===== config.mk =====
export PLATFORM = sky130hd
export DESIGN_NAME = id_stage_pipe
export DESIGN_NICKNAME = d
export VERILOG_FILES = /design/src/rtl/riscv_pkg.sv /design/src/rtl/control.sv /design/src/rtl/imm_gen.sv /design/src/rtl/regfile.sv /design/src/rtl/id_stage_pipe.sv
export SDC_FILE = /design/constraint.sdc
export NUM_CORES = 2
export LEC_CHECK = 0
export ABC_CLOCK_PERIOD_IN_PS = 3000
export CAP_MARGIN = 30
export CORE_UTILIZATION = 26
export DETAILED_ROUTE_END_ITERATION = 6
export GPL_TIMING_DRIVEN = 0
export SYNTH_ARGS = -nofsm -noshare
export SYNTH_HDL_FRONTEND = slang
export SYNTH_SLANG_ARGS = --single-unit
export TNS_END_PERCENT = 5

===== constraint.sdc =====
create_clock -name clk -period 3 [get_ports clk]
set_input_delay 0.6 -clock clk [delete_from_list [all_inputs] [get_ports clk]]
set_output_delay 0.6 -clock clk [all_outputs]
set_load 0.01 [all_outputs]

===== src/rtl/riscv_pkg.sv =====
// RV32I decode constants shared by the ID stage: opcodes, result-select and ALU encodings.
// Constants and types only, so there is no latency or flow control here.
package riscv_pkg;

  localparam logic [6:0] OP_LOAD   = 7'b0000011;
  localparam logic [6:0] OP_IMM    = 7'b0010011;
  localparam logic [6:0] OP_AUIPC  = 7'b0010111;
  localparam logic [6:0] OP_STORE  = 7'b0100011;
  localparam logic [6:0] OP_REG    = 7'b0110011;
  localparam logic [6:0] OP_LUI    = 7'b0110111;
  localparam logic [6:0] OP_BRANCH = 7'b1100011;
  localparam logic [6:0] OP_JALR   = 7'b1100111;
  localparam logic [6:0] OP_JAL    = 7'b1101111;

  localparam logic [1:0] RES_ALU = 2'd0;
  localparam logic [1:0] RES_MEM = 2'd1;
  localparam logic [1:0] RES_PC4 = 2'd2;

  localparam logic [3:0] ALU_ADD   = 4'd0;
  localparam logic [3:0] ALU_SUB   = 4'd1;
  localparam logic [3:0] ALU_SLL   = 4'd2;
  localparam logic [3:0] ALU_SLT   = 4'd3;
  localparam logic [3:0] ALU_SLTU  = 4'd4;
  localparam logic [3:0] ALU_XOR   = 4'd5;
  localparam logic [3:0] ALU_SRL   = 4'd6;
  localparam logic [3:0] ALU_SRA   = 4'd7;
  localparam logic [3:0] ALU_OR    = 4'd8;
  localparam logic [3:0] ALU_AND   = 4'd9;
  localparam logic [3:0] ALU_PASSB = 4'd10;

  typedef struct packed {
    logic       regwrite;
    logic       memwrite;
    logic       jump;
    logic       branch;
    logic       alu_src;
    logic [1:0] result_src;
    logic [3:0] alu_control;
  } ctrl_t;

endpackage


===== src/rtl/control.sv =====
// RV32I main decoder: opcode/funct fields to control bundle; known=0 flags an undefined opcode.
// Purely combinational, no flow control.
module control
  import riscv_pkg::*;
(
  input  logic [6:0] opcode,
  input  logic [2:0] funct3,
  input  logic       funct7_b5,
  output ctrl_t      ctrl,
  output logic       known
);

  logic [3:0] alu_arith;

  always_comb begin
    case (funct3)
      3'b000:  alu_arith = (opcode == OP_REG && funct7_b5) ? ALU_SUB : ALU_ADD;
      3'b001:  alu_arith = ALU_SLL;
      3'b010:  alu_arith = ALU_SLT;
      3'b011:  alu_arith = ALU_SLTU;
      3'b100:  alu_arith = ALU_XOR;
      3'b101:  alu_arith = funct7_b5 ? ALU_SRA : ALU_SRL;
      3'b110:  alu_arith = ALU_OR;
      default: alu_arith = ALU_AND;
    endcase
  end

  always_comb begin
    ctrl  = '0;
    known = 1'b1;
    case (opcode)
      OP_REG:    begin ctrl.regwrite = 1'b1; ctrl.alu_control = alu_arith; end
      OP_IMM:    begin ctrl.regwrite = 1'b1; ctrl.alu_src = 1'b1; ctrl.alu_control = alu_arith; end
      OP_LOAD:   begin ctrl.regwrite = 1'b1; ctrl.alu_src = 1'b1; ctrl.result_src = RES_MEM; end
      OP_STORE:  begin ctrl.memwrite = 1'b1; ctrl.alu_src = 1'b1; end
      OP_BRANCH: begin ctrl.branch = 1'b1; ctrl.alu_control = ALU_SUB; end
      OP_JAL:    begin ctrl.regwrite = 1'b1; ctrl.jump = 1'b1; ctrl.result_src = RES_PC4; end
      OP_JALR:   begin ctrl.regwrite = 1'b1; ctrl.jump = 1'b1; ctrl.alu_src = 1'b1; ctrl.result_src = RES_PC4; end
      OP_LUI:    begin ctrl.regwrite = 1'b1; ctrl.alu_src = 1'b1; ctrl.alu_control = ALU_PASSB; end
      OP_AUIPC:  begin ctrl.regwrite = 1'b1; ctrl.alu_src = 1'b1; end
      default:   known = 1'b0;
    endcase
  end

endmodule


===== src/rtl/imm_gen.sv =====
// RV32I immediate extraction and sign extension by instruction format; R-type and unknown give 0.
// Purely combinational, no flow control.
module imm_gen
  import riscv_pkg::*;
(
  input  logic [31:0] instruction,
  output logic [31:0] imm
);

  always_comb begin
    case (instruction[6:0])
      OP_LOAD, OP_IMM, OP_JALR: imm = {{20{instruction[31]}}, instruction[31:20]};
      OP_STORE:  imm = {{20{instruction[31]}}, instruction[31:25], instruction[11:7]};
      OP_BRANCH: imm = {{19{instruction[31]}}, instruction[31], instruction[7],
                        instruction[30:25], instruction[11:8], 1'b0};
      OP_LUI, OP_AUIPC: imm = {instruction[31:12], 12'b0};
      OP_JAL:    imm = {{11{instruction[31]}}, instruction[31], instruction[19:12],
                        instruction[20], instruction[30:21], 1'b0};
      default:   imm = '0;
    endcase
  end

endmodule


===== src/rtl/regfile.sv =====
// 2-read/1-write register file, x0 hardwired to zero, optional write-to-read bypass.
// Reads combinational, writes land on the next clk edge; no flow control.
module regfile #(
  parameter int XLEN   = 32,
  parameter int NREGS  = 32,
  parameter int RW     = $clog2(NREGS),
  parameter int BYPASS = 1
) (
  input  logic            clk,
  input  logic            reset,
  input  logic            we,
  input  logic [RW-1:0]   waddr,
  input  logic [XLEN-1:0] wdata,
  input  logic [RW-1:0]   raddr1,
  input  logic [RW-1:0]   raddr2,
  output logic [XLEN-1:0] rdata1,
  output logic [XLEN-1:0] rdata2
);

  logic [XLEN-1:0] regs_q [NREGS];
  logic [XLEN-1:0] regs_d [NREGS];

  always_comb begin
    regs_d = regs_q;
    if (we && waddr != '0) regs_d[waddr] = wdata;
  end

  always_ff @(posedge clk) begin
    if (reset) regs_q <= '{default: '0};
    else       regs_q <= regs_d;
  end

  // Zero check comes last so a bypassed write to x0 can never leak through.
  always_comb begin
    rdata1 = regs_q[raddr1];
    rdata2 = regs_q[raddr2];
    if (BYPASS != 0 && we && waddr == raddr1) rdata1 = wdata;
    if (BYPASS != 0 && we && waddr == raddr2) rdata2 = wdata;
    if (raddr1 == '0) rdata1 = '0;
    if (raddr2 == '0) rdata2 = '0;
  end

endmodule


===== src/rtl/id_stage_pipe.sv =====
// RV32I decode stage plus ID/EX register: 1-cycle latency from ID inputs to ID/EX outputs.
// stall holds ID/EX, flush or a load-use hazard inserts a bubble; load_use_stall holds PC and IF/ID.
module id_stage_pipe
  import riscv_pkg::*;
#(
  parameter int XLEN   = 32,
  parameter int NREGS  = 32,
  parameter int RW     = $clog2(NREGS),
  parameter int BYPASS = 1
) (
  input  logic            clk,
  input  logic            reset,
  input  logic            if_valid,
  input  logic [31:0]     instruction,
  input  logic [XLEN-1:0] pc,
  input  logic [XLEN-1:0] pc_plus_4,
  input  logic            stall,
  input  logic            flush,
  input  logic            wb_en,
  input  logic [RW-1:0]   wb_rd,
  input  logic [XLEN-1:0] wb_data,
  output logic            load_use_stall,
  output logic            id_valid,
  output logic [XLEN-1:0] immediate,
  output logic [XLEN-1:0] rs1_data,
  output logic [XLEN-1:0] rs2_data,
  output logic [RW-1:0]   rs1_out,
  output logic [RW-1:0]   rs2_out,
  output logic [RW-1:0]   rd_out,
  output logic            regwrite_d,
  output logic            memwrite_d,
  output logic            jump_d,
  output logic            branch_d,
  output logic            alu_src_d,
  output logic [1:0]      result_src_d,
  output logic [3:0]      alu_control_d,
  output logic [XLEN-1:0] id_ex_pc,
  output logic [XLEN-1:0] id_ex_pc_plus_4
);

  typedef struct packed {
    logic            valid;
    ctrl_t           ctrl;
    logic [XLEN-1:0] imm;
    logic [XLEN-1:0] rs1_data;
    logic [XLEN-1:0] rs2_data;
    logic [RW-1:0]   rs1;
    logic [RW-1:0]   rs2;
    logic [RW-1:0]   rd;
    logic [XLEN-1:0] pc;
    logic [XLEN-1:0] pc4;
  } idex_t;

  idex_t           idex_q, idex_d, fetched;
  ctrl_t           dec_ctrl;
  logic            dec_known;
  logic [31:0]     imm32;
  logic [RW-1:0]   rs1_idx, rs2_idx, rd_idx;
  logic [XLEN-1:0] rf_rd1, rf_rd2;

  assign rs1_idx = RW'(instruction[19:15]);
  assign rs2_idx = RW'(instruction[24:20]);
  assign rd_idx  = RW'(instruction[11:7]);

  control u_control (
    .opcode    (instruction[6:0]),
    .funct3    (instruction[14:12]),
    .funct7_b5 (instruction[30]),
    .ctrl      (dec_ctrl),
    .known     (dec_known)
  );

  imm_gen u_imm_gen (
    .instruction (instruction),
    .imm         (imm32)
  );

  regfile #(.XLEN(XLEN), .NREGS(NREGS), .RW(RW), .BYPASS(BYPASS)) u_regfile (
    .clk    (clk),
    .reset  (reset),
    .we     (wb_en),
    .waddr  (wb_rd),
    .wdata  (wb_data),
    .raddr1 (rs1_idx),
    .raddr2 (rs2_idx),
    .rdata1 (rf_rd1),
    .rdata2 (rf_rd2)
  );

  // The load in EX cannot forward in time, so the dependent instruction waits one cycle.
  assign load_use_stall = idex_q.valid && idex_q.ctrl.regwrite &&
                          idex_q.ctrl.result_src == RES_MEM && idex_q.rd != '0 && if_valid &&
                          (idex_q.rd == rs1_idx || idex_q.rd == rs2_idx);

  always_comb begin
    fetched       = '0;
    fetched.valid = 1'b1;
    if (dec_known) begin
      fetched.ctrl     = dec_ctrl;
      fetched.imm      = XLEN'($signed(imm32));
      fetched.rs1_data = rf_rd1;
      fetched.rs2_data = rf_rd2;
      fetched.rs1      = rs1_idx;
      fetched.rs2      = rs2_idx;
      fetched.rd       = rd_idx;
      fetched.pc       = pc;
      fetched.pc4      = pc_plus_4;
    end

    idex_d = idex_q;
    if (flush)                                idex_d = '0;
    else if (!stall && (load_use_stall || !if_valid)) idex_d = '0;
    else if (!stall)                          idex_d = fetched;
  end

  always_ff @(posedge clk) begin
    if (reset) idex_q <= '0;
    else       idex_q <= idex_d;
  end

  assign id_valid        = idex_q.valid;
  assign regwrite_d      = idex_q.ctrl.regwrite;
  assign memwrite_d      = idex_q.ctrl.memwrite;
  assign jump_d          = idex_q.ctrl.jump;
  assign branch_d        = idex_q.ctrl.branch;
  assign alu_src_d       = idex_q.ctrl.alu_src;
  assign result_src_d    = idex_q.ctrl.result_src;
  assign alu_control_d   = idex_q.ctrl.alu_control;
  assign immediate       = idex_q.imm;
  assign rs1_data        = idex_q.rs1_data;
  assign rs2_data        = idex_q.rs2_data;
  assign rs1_out         = idex_q.rs1;
  assign rs2_out         = idex_q.rs2;
  assign rd_out          = idex_q.rd;
  assign id_ex_pc        = idex_q.pc;
  assign id_ex_pc_plus_4 = idex_q.pc4;

endmodule


==> impl_metrics.ini <==
[place]
dp_hpwl_um = 280000
dpl-instance-area_um2 = 66700
place_inst = 10114
portBuffers = 283
gp_congestion = 1.08
post-place-ws_ps = -2300

[critical_path]
cpPeakStageDelay_ps = 440
cp.required_ps = 3700
crit_type = primary input to flip-flop
cp_num_buf_inv = 5
cpMostUsedCell = buf_6
crit_arrival_ps = 4050
worstRegToRegCells = 8
slowest_stage = buf_4
cp_max_fo = 10
rrSetupSlack_ps = 0
end_kind = flip-flop
rr_endpoint = rs2_data[12]
r2r-start = rd_out[0]
critPathLaunchType = primary input
crit_chain = buf_6 -> buf_8 -> buf_6 -> buf_6 -> buf_4 -> mux2i_1 -> nand2_1 -> nand3_1 -> o211ai_1 -> o22ai_2 -> o21ai_0
path_delay_family = buffers and inverters

[power]
p_per_area_nw_per_um2 = 551
p_leak_nw = 23.6
ir_drop_mv = 0.656

[synthesis]
syn_avg_cell_area_um2 = 8.73
synthDistinctLibCells = 59
ys_seq_area_share_pct = 41.1
ys_warn_count = 0
synth_seq_cells = 1211
synth_flop_cell = dfxtp_1
yosys-top-cells-area = dfxtp_1, mux4_2, nand2_1
async_reset_ff_share_pct = 0
netlist.area_leader.share_pct = 41.1
syn_nets = 6902
synth_edf_count = 0
syn_area_um2 = 59000
synth_top_area_cell = dfxtp_1
netlist_instances = 6763

[min_path]
hold_depth = 3
hold_path_end = u_regfile.regs_q[312]
hold_class = primary input to flip-flop
min-delay-start = wb_data[24]

[timing]
worst_slack_ps = -353
clock.fmax_ghz = 0.298
finalMaxSlewViolations = 0
fin_skew_ps = 42.4
slew_headroom_pct = 18.8
finalCritPeriodShare_pct = 112
rsz0062_at_grt = yes
hold_viol = 0
worst_pin_slew_ps = 1220
final.min_clock_period_ps = 3350
fin_setup_tns_ps = -9000
setup_viol = 119

[die]
start_util_pct = 26.2
row_count = 174
die_height_um = 478
core_area_um2 = 225000
ios = 327
dieArea_um2 = 229000
die_w_um = 478

[clock_network]
h-tree-depth = 4
cts.sinks = 1211
tritoncts = yes
cts_root_buf = clkbuf_16
clockBufferDepth = 3
cts_made_buffers = 143
clk_transition_reported_paths_ps = 60
worstSkewPairLatency_ps = 830

[global_routing]
grt_pass1_wl_um = 479000
grt_overflow = 0
grt_start_max_net_pins = 17
grt_pass1_vias = 56643
antenna_found_initial = 22
grt_usage_pct = 30.6

[flow_run]
drv_cap = 0

[finish]
n_fill_cell = 23479
final_cells = 10404
nets = 7416
drive_above_1_share_pct = 14.8
fin_util_pct = 32.1
synthToLayoutAreaGrowth_pct = 22.6
postLayoutCellArea_um2 = 72400

[routing]
first_pass_iters = 7
routed_wl_um = 365000
routedWlPerCell_um = 35.1
vias_per_cell = 5.89
ant_nets = 0
vias = 61251
drcViolationCount = 120
drt_iter0_markers = 9988

[status]
violations = DRC, setup timing
outcome = finished with violations
cell families (layout without fill, tap and decap cells):
| kind of cell | count (synthesis) | after routing | share of synthesized area, % |
|---|---|---|---|
| AO/OA/AOI/OAI | 1560 | 1560 | 15.1 |
| XOR/XNOR | 20 | 20 | 0.297 |
| buffers and inverters | 710 | 1340 | 5.35 |
| flip-flops | 1211 | 1211 | 41.1 |
| multiplexers | 691 | 691 | 21.0 |
| other | 0 | 19 | 0 |
| AND/OR/NAND/NOR | 2571 | 2571 | 17.1 |
cell usage in the layout (no fill, tap or decap), drive strengths merged, types with 14 or more instances in the layout:
master	instances
nand3	36
mux4	434
o21a	14
mux2i	211
a21oi	1046
nor2b	61
bufinv	21
dfxtp	1211
o22ai	99
nor3	40
diode	19
a211oi	24
and2	20
nor2	180
clkdlybuf4s50	277
nand2	2177
mux2	46
clkbuf	715
o31ai	30
buf	265
a22oi	203
a221oi	16
o21ai	64
clkinv	37
nand2b	20
tightest hold or removal path: cells and delay by family:
kind                   cells  cell delay, ps
AND/OR/NAND/NOR            1             100
buffers and inverters      1             180
AO/OA/AOI/OAI              1              60
flip-flops by register name, summed over array words and instances, names as in the netlist, 2 cells and up:
register          flops
u_regfile.regs_q   1024
id_ex_pc             32
id_ex_pc_plus_4      32
immediate            32
rs1_data             32
rs2_data             32
rd_out                5
rs1_out               5
rs2_out               5
alu_control_d         4
result_src_d          2
through the flow:
step	total power, mW	hold slack (ps)
6_report	39.9	184
5_1_grt	40.4	160
4_1_cts	39.5	131
3_5_place_dp	20.6	443
3_3_place_gp	20.5	448
2_1_floorplan	18.4	442
timing repair:
item,CTS,global route
hold buffers,0,0
pin swaps,2,0
cloned,0,0
resized for setup,139,57
endpoints found under the setup margin,222,123
buffers inserted,4,0
report_power, final:
group,switching [mW],internal [mW]
combinational,3.29,1.09
clock,7.98,11.3
sequential,0.0937,16.2
synthesized netlist by cell type, types with 3 or more instances:
master,n
buf_4,49
clkbuf_1,496
nand2b_1,20
nor4_1,4
xnor2_1,8
mux2i_1,211
or3_1,5
buf_6,13
mux4_2,434
or2_2,10
a211oi_1,24
inv_1,6
a21o_1,10
a2111oi_0,11
o211ai_1,10
xor2_1,12
o21ai_0,53
buf_2,91
nand3_1,36
buf_1,28
a21oi_1,1046
o21a_1,14
o2111ai_1,13
a221o_1,9
o31ai_1,30
and2_1,20
buf_12,3
nor2_1,180
o21ai_1,10
a22oi_1,203
o22ai_1,99
clkbuf_2,21
dfxtp_1,1211
nor2b_1,61
mux2_2,46
nand2_1,2177
and3_1,4
nor3_1,40
a221oi_1,14
nand3b_1,6
final cells by class:
cell class | count | area (um^2) | share of cell area [%]
flip-flops and latches | 1211 | 24300 | 33.5
plain buffers | 701 | 3360 | 4.64
well taps | 2992 | 3740 | 5.17
inverters | 7 | 26.3 | 0.0363
clock inverters | 71 | 1010 | 1.40
repair buffers | 371 | 4030 | 5.57
multi-input cells | 4842 | 31900 | 44.0
clock buffers | 190 | 4010 | 5.54
diodes | 19 | 47.5 | 0.0657
metal layers:
metal  GRT usage (%)  vias to the layer above  part of all wire, %
met2            43.3                     5193                   40
met4            24.3                       14                  9.4
met3            11.8                     1261                   14
met1            36.9                    30105                   36
li1                -                    24678                    -
met5               0                        -                0.023
how the worst max path moves through the flow:
stage                               start               endpoint  slack (ps)  cells after the start
after floorplan           instruction[16]           rs1_data[21]         670                      7
after global placement    instruction[21]           rs2_data[31]       -3140                     10
after detailed placement  instruction[22]           rs2_data[31]       -2300                     12
after CTS                 instruction[16]           rs1_data[13]         -70                     10
after global routing             wb_rd[4]  u_regfile.regs_q[868]        -110                      8
final                     instruction[20]            rs2_data[7]        -350                     11
No activity file was read; power rests on OpenSTA's default activity.
